--- src/rtl/freq_meter.sv ---
// freq_meter: synchronizes a free-running square wave and counts its rising
// edges over a fixed gate window, reporting frequency, band and activity.
module freq_meter #(
    parameter int CLK_FREQ       = 27000000,
    parameter int GATE_CYCLES    = CLK_FREQ,
    parameter int TIMEOUT_CYCLES = CLK_FREQ,
    parameter int CNT_W          = 16,
    parameter int TARGET_FREQ    = 90,
    parameter int TOLERANCE      = 2
) (
    input  logic             clk,
    input  logic             rst,
    input  logic             en,
    input  logic             sig_in,
    output logic [CNT_W-1:0] freq_out,
    output logic             freq_valid,
    output logic             in_band,
    output logic             overflow,
    output logic             signal_active
);

    localparam int GATE_W = (GATE_CYCLES > 1) ? $clog2(GATE_CYCLES) : 1;
    localparam int IDLE_W = $clog2(TIMEOUT_CYCLES + 1);

    localparam logic [GATE_W-1:0] GATE_LAST = GATE_W'(GATE_CYCLES - 1);
    localparam logic [IDLE_W-1:0] IDLE_MAX  = IDLE_W'(TIMEOUT_CYCLES);
    localparam logic [IDLE_W-1:0] IDLE_PRE  = IDLE_W'(TIMEOUT_CYCLES - 1);
    localparam logic [CNT_W-1:0]  CNT_MAX   = '1;

    localparam int BAND_LO_I =
        (TARGET_FREQ > TOLERANCE) ? TARGET_FREQ - TOLERANCE : 0;
    localparam logic [31:0] BAND_LO = 32'(BAND_LO_I);
    localparam logic [31:0] BAND_HI = 32'(TARGET_FREQ + TOLERANCE);

    typedef enum logic [1:0] {
        IDLE,
        ARM,
        MEASURE
    } state_t;

    state_t state, state_d;

    logic              sync1, sync2, prev, rise;
    logic [GATE_W-1:0] gate_cnt;
    logic [CNT_W-1:0]  edge_count, freq_next;
    logic [31:0]       freq_wide;
    logic [IDLE_W-1:0] idle_cnt;
    logic              ovf, sat, terminal, in_band_next;

    always_ff @(posedge clk or posedge rst) begin
        if (rst) begin
            sync1 <= 1'b0;
            sync2 <= 1'b0;
            prev  <= 1'b0;
        end else begin
            sync1 <= sig_in;
            sync2 <= sync1;
            prev  <= sync2;
        end
    end

    assign rise = sync2 & ~prev;

    always_ff @(posedge clk or posedge rst) begin
        if (rst) state <= IDLE;
        else     state <= state_d;
    end

    always_comb begin
        state_d = state;
        if (!en) begin
            state_d = IDLE;
        end else begin
            case (state)
                IDLE:    state_d = ARM;
                ARM:     if (rise) state_d = MEASURE;
                MEASURE: state_d = MEASURE;
                default: state_d = IDLE;
            endcase
        end
    end

    assign terminal = en && (state == MEASURE) && (gate_cnt == GATE_LAST);

    // A rise on the terminal cycle is folded into the closing window.
    always_comb begin
        sat       = rise && (edge_count == CNT_MAX);
        freq_next = edge_count;
        if (rise && !sat) freq_next = edge_count + 1'b1;
    end

    assign freq_wide    = 32'(freq_next);
    assign in_band_next = (freq_wide >= BAND_LO) && (freq_wide <= BAND_HI);

    always_ff @(posedge clk or posedge rst) begin
        if (rst) begin
            gate_cnt   <= '0;
            edge_count <= '0;
            ovf        <= 1'b0;
        end else if (!en || state == IDLE) begin
            gate_cnt   <= '0;
            edge_count <= '0;
            ovf        <= 1'b0;
        end else if (state == ARM) begin
            if (rise) begin
                gate_cnt   <= GATE_W'(1);
                edge_count <= CNT_W'(1);
            end
        end else if (terminal) begin
            gate_cnt   <= '0;
            edge_count <= '0;
            ovf        <= 1'b0;
        end else begin
            gate_cnt <= gate_cnt + 1'b1;
            if (rise) begin
                if (edge_count == CNT_MAX) ovf <= 1'b1;
                else edge_count <= edge_count + 1'b1;
            end
        end
    end

    always_ff @(posedge clk or posedge rst) begin
        if (rst) begin
            freq_out   <= '0;
            freq_valid <= 1'b0;
            in_band    <= 1'b0;
            overflow   <= 1'b0;
        end else begin
            freq_valid <= terminal;
            if (terminal) begin
                freq_out <= freq_next;
                in_band  <= in_band_next;
                overflow <= ovf | sat;
            end
        end
    end

    // Activity watchdog runs regardless of state; a fresh rise always wins.
    always_ff @(posedge clk or posedge rst) begin
        if (rst) begin
            idle_cnt      <= '0;
            signal_active <= 1'b0;
        end else if (rise) begin
            idle_cnt      <= '0;
            signal_active <= 1'b1;
        end else if (idle_cnt != IDLE_MAX) begin
            idle_cnt <= idle_cnt + 1'b1;
            if (idle_cnt == IDLE_PRE) signal_active <= 1'b0;
        end
    end

endmodule

--- config.mk ---
export PLATFORM = sky130hd
export DESIGN_NAME = freq_meter
export DESIGN_NICKNAME = d
export VERILOG_FILES = /design/src/rtl/freq_meter.sv
export SDC_FILE = /design/constraint.sdc
export NUM_CORES = 1
export LEC_CHECK = 0
export CORE_MARGIN = 3
export CORE_UTILIZATION = 57
export CTS_BUF_LIST = sky130_fd_sc_hd__clkbuf_4
export DETAILED_ROUTE_END_ITERATION = 6
export HOLD_SLACK_MARGIN = 0.02
export PLACE_DENSITY = 0.91
export RECOVER_POWER = 100
export SLEW_MARGIN = 20
export SYNTH_ARGS = -nofsm -noshare
export SYNTH_HDL_FRONTEND = slang
export SYNTH_SLANG_ARGS = --single-unit
--- constraint.sdc ---
create_clock -name clk -period 3.2 [get_ports clk]
set_clock_uncertainty 0.1 [all_clocks]
set_input_delay 0.64 -clock clk [delete_from_list [all_inputs] [get_ports clk]]
set_output_delay 0.64 -clock clk [all_outputs]
set_load 0.01 [all_outputs]
# Word level (Yosys, flattened, before mapping)
# Cells that the tools add are included.
[op_classes]
n_reduce_logical = 16
eq_ne = 10
order_cmp = 2
muxes = 24
bitwise = 3
n_addsub = 3
[ops]
columns = ["op", "count"]
rows = [
  ["25-bit 2-to-1 mux", 6],
  ["16-bit 2-to-1 mux", 7],
  ["25-bit by 1-bit adder with 25-bit output, second input constant", 2],
  ["25-bit equality test, second input constant", 2],
  ["25-bit inequality test, second input constant", 1],
  ["16-bit by 1-bit adder with 16-bit output, second input constant", 1],
  ["16-bit equality test, second input constant", 1],
  ["16-bit by 7-bit >= comparator with 1-bit output, second input constant", 1],
  ["16-bit by 7-bit <= comparator with 1-bit output, second input constant", 1],
  ["1-bit 2-to-1 mux", 8],
  ["3-bit inequality test, second input constant", 2],
  ["2-bit case mux with 3 select lines", 1],
  ["3-bit AND reduction", 2],
  ["3-bit nonzero test", 2],
  ["1-bit logical AND", 5],
  ["2-bit 2-to-1 mux", 2],
  ["4-bit by 2-bit inequality test with 1-bit output, second input constant", 1],
  ["2-bit nonzero test", 2],
  ["2-bit by 1-bit equality test with 1-bit output, second input constant", 1],
  ["2-bit equality test, second input constant", 1],
  ["1-bit zero test", 2],
  ["2-bit zero test", 1],
  ["2-bit inequality test, second input constant", 1],
  ["2-bit AND reduction", 1],
  ["4 further kinds", 4],
]
[totals]
out_inout_bits = 20
wordCells = 71
input_bits = 4
ff_bits = 92

# Logic depth before layout (Yosys ltp)
[depth]
depth_word = 8
depth_mapped = 10
depth_no_buf = 9

# Worst setup path after synthesis
# OpenSTA, ideal clock, no wires.
[synth_path]
path_kind = "register to register"
start = "register edge_count[0]"
end = "register edge_count[6]"
stages_incl_launch_ff = 9
setup_ns = 0.092
period_less_slack_ns = 2.432
t_arrival_ns = 2.240
t_required_ns = 3.008
setup_slack_ns = 0.768
path_cell_list = "dfrtp_1 -> ha_1 -> nand3_1 -> or4_4 -> o21ai_2 -> o211a_1 -> buf_2 -> o21ai_0 -> o31ai_2"
[synth_between]
elab_chain_len = 6
[synth_rtl]
columns = ["element", "line_no", "text"]
rows = [
  ["start, declared", "45", "logic [CNT_W-1:0] edge_count, freq_next;"],
  ["start signal, assigned", "117", "else edge_count <= edge_count + 1'b1;"],
  ["16-bit by 1-bit adder with 16-bit output", "117", ""],
  ["16-bit 2-to-1 mux", "116", "if (edge_count == CNT_MAX) ovf <= 1'b1;"],
  ["16-bit 2-to-1 mux", "115", "if (rise) begin"],
  ["16-bit 2-to-1 mux", "109", "end else if (terminal) begin"],
  ["16-bit 2-to-1 mux", "104", "end else if (state == ARM) begin"],
  ["16-bit 2-to-1 mux", "100", "end else if (!en || state == IDLE) begin"],
]
# Parallel ways exist; a longest one is shown, timed or not. The select of a mux whose other input is x is not followed.
# A chain may end at the register's enable or synchronous reset.

# Worst setup path in the final report
[layout_path]
start = "register gate_cnt[0]"
end = "register gate_cnt[21]"
[layout_between]
elab_chain_len = 5
[layout_rtl]
columns = ["element", "line_no", "text"]
rows = [
  ["start, declared", "44", "logic [GATE_W-1:0] gate_cnt;"],
  ["start signal, assigned", "114", "gate_cnt <= gate_cnt + 1'b1;"],
  ["branches (longest 2 deep; another with 25-bit by 1-bit adder with 25-bit output)", "n/a", ""],
  ["25-bit 2-to-1 mux *", "109", ""],
  ["25-bit 2-to-1 mux *", "104", ""],
  ["25-bit 2-to-1 mux *", "100", ""],
]
# Every way passes the cells marked *.

==> results.json <==
{
  "status": "finished, violations left",
  "violations": "capacitance limit, slew limit",
  "pre_cts_ws_ps": 339,
  "design.core.area_um2": 8460,
  "drive_gt1_frac": 0.0804,
  "startpoint": "gate_cnt[0]",
  "synthAdderAreaFrac": 0.0171,
  "routed_wirelength_um": 11800,
  "min-delay-start": "sync1",
  "start_util": 0.605,
  "muxShareOfSynthArea": 0.00807,
  "grt-ovfl-total": 0,
  "fillCellCount": 661,
  "tightest_slew_ps": 1720,
  "std_cell_rows": 33,
  "antenna_left": 0,
  "multi_input_area_um2": 2600,
  "antenna_cells": 0,
  "antenna_found_initial": 0,
  "ctsResizeCount": 0,
  "cts.sinks": 92,
  "ioPinCount": 24,
  "relSlewSlack": -0.152,
  "cp_slowest_cell": "nor4_1",
  "post_cts_buffers": 0,
  "synth_xor_area_frac": 0.0616,
  "path_cells": "nand3_1, nor4_1, nand3_1, or3_1, nor4_1, a21o_1",
  "final_nets": 603,
  "seq_area_um2": 2300,
  "vias": 4461,
  "final_common_cell": "dfrtp_1",
  "wire_per_inst_um": 16.8,
  "cp-start-kind": "flop",
  "avgSynthCellArea_um2": 8.87,
  "syn_nets": 588,
  "synth-simple-area-share": 0.247,
  "r2r_start": "gate_cnt[0]",
  "crit_arrival_ps": 3150,
  "timing.max_cap.violations": 1,
  "dieArea_um2": 10200,
  "critPathKind": "flop to flop",
  "synth_top_family_by_area": "simple AND/OR/NAND/NOR gates",
  "first_pass_iters": 5,
  "clk_pin_slew_ps": 140,
  "end_kind": "flop",
  "hold_viol_final": 0,
  "drt_iter0_drc": 447,
  "portBuffers": 23,
  "fmax_mhz": 351,
  "power.total_uw": 2490,
  "grt_max_degree": 44,
  "p_leak_uw": 0.00232,
  "ys_types": 63,
  "finalCriticalPeriod_ps": 2850,
  "hp-class": "flop to flop",
  "cts_root_buffer": "clkbuf_4",
  "viasPerCell": 6.35,
  "syn_inst": 577,
  "async_flop_share": 1.00,
  "synth_top_flop_cell": "dfrtp_1",
  "ir_worst_vdd_uv": 228,
  "cp_data_required_time_ps": 3500,
  "powerDensity_nw_per_um2": 447,
  "die_width_um": 101,
  "drcViolationCount": 0,
  "syn_to_final_growth_pct": 8.80,
  "grt_pass1_vias": 4134,
  "worst_path_dominant_cell_family": "simple AND/OR/NAND/NOR gates",
  "finalWorstSetupSlack_ps": 352,
  "grt_usage": 0.243,
  "crit_buf_inv": 0,
  "dpl.hpwl_um": 8460,
  "worstSkewPairLatency_ps": 450,
  "yosysWarnings": 0,
  "period_share": 0.890,
  "mostFrequentLayoutCells": "dfrtp_1, nand2_1, o21ai_0",
  "grt_pass1_wl_um": 19900,
  "synth.yosys.seq_area_share": 0.450,
  "fin_tns_setup_ps": 0,
  "cp_max_fo": 5,
  "clk_path_buf_depth": 2,
  "synth_edf_count": 0,
  "ys_ff_latch": 92,
  "cts_made_buffers": 9,
  "cpPeakStageDelay_ps": 780,
  "die_h_um": 101,
  "grt_setup_unrepaired": "no",
  "cts_tree": "done",
  "drv_slew": 44,
  "cts_htree_levels": 3,
  "synth_compound_area_frac": 0.175,
  "setup_viol": 0,
  "synth_area_um2": 5120,
  "gp_congestion": 0.913,
  "cts-hold-fix-buffers": 0
}
==> cells by family (layout without fill, tap and decap cells) <==
group           after synthesis  in the layout
compound gates              139            139
xor+xnor                     36             36
fa+ha+maj                     7              7
buf+inv                      50             70
flops                        92             92
mux                           4              4
simple gates                249            249
==> worst paths after layout <==
kind | endpoint | slack (ps) | cells after the start
max | gate_cnt[21] | 350 | 6
min | sync2 | 300 | 0
max reg2reg | gate_cnt[21] | 350 | 6
min reg2reg | sync2 | 300 | 0
max in group asynchronous | gate_cnt[4] | 710 | 3
min in group asynchronous | freq_out[8] | 930 | 2
==> synth_stat cells, drive strengths merged (4+ instances only) <==
master   n  area, um2
nand2   79        299
xor2    14        123
nand2b   5       31.3
nor2    55        206
o21ai   69        349
buf     15       78.8
o41ai    4       35.0
xnor2   22        193
nand3   30        163
nor3    15       91.3
nand4   15       93.8
and4     4       35.0
inv     16       60.1
and3     8       50.1
a21oi   22        110
nor4    11       96.3
o31ai   14        140
a31oi   12       75.1
nor2b    4       25.0
ha       7       87.6
or3      8       50.1
dfrtp   92       2300
clkbuf  19       71.3
==> routing by layer <==
layer	vias up	global-route usage	part of all wire	routed length, um
li1	2102	-	-	-
met1	2132	0.341	0.43	5110
met2	208	0.385	0.48	5680
met3	19	0.0415	0.073	864
met4	0	0.0788	0.014	168
met5	-	0	0	0
==> through the flow <==
step | cells | cell area, um2 | utilization | hold WS, ps
2_1_floorplan | 577 | 5120 | - | 231
3_3_place_gp | 686 | 5470 | 0.646 | 273
3_5_place_dp | 686 | 5470 | 0.646 | 280
4_1_cts | 702 | 5630 | 0.665 | 313
5_1_grt | 702 | 5570 | 0.658 | 323
6_report | 702 | 5570 | 0.658 | 302
==> sequential cells by signal (all words and copies together), names as in the netlist, 2 cells and up <==
signal,count
state,2
freq_out,16
idle_cnt,25
gate_cnt,25
edge_count,16
==> final cells by class <==
class / instances / area share
multi-input cells: 435 / 0.467
flip-flops and latches: 92 / 0.413
repair buffers: 38 / 0.0553
well taps: 105 / 0.0236
clock inverters: 6 / 0.0157
clock buffers: 10 / 0.0135
inverters: 16 / 0.0110
==> where the power goes <==
group	total, uW	internal (uW)	switching [uW]
Sequential	1260	1210	52.9
Clock	730	328	402
Combinational	501	165	336
No activity file was read; power rests on OpenSTA's default activity.
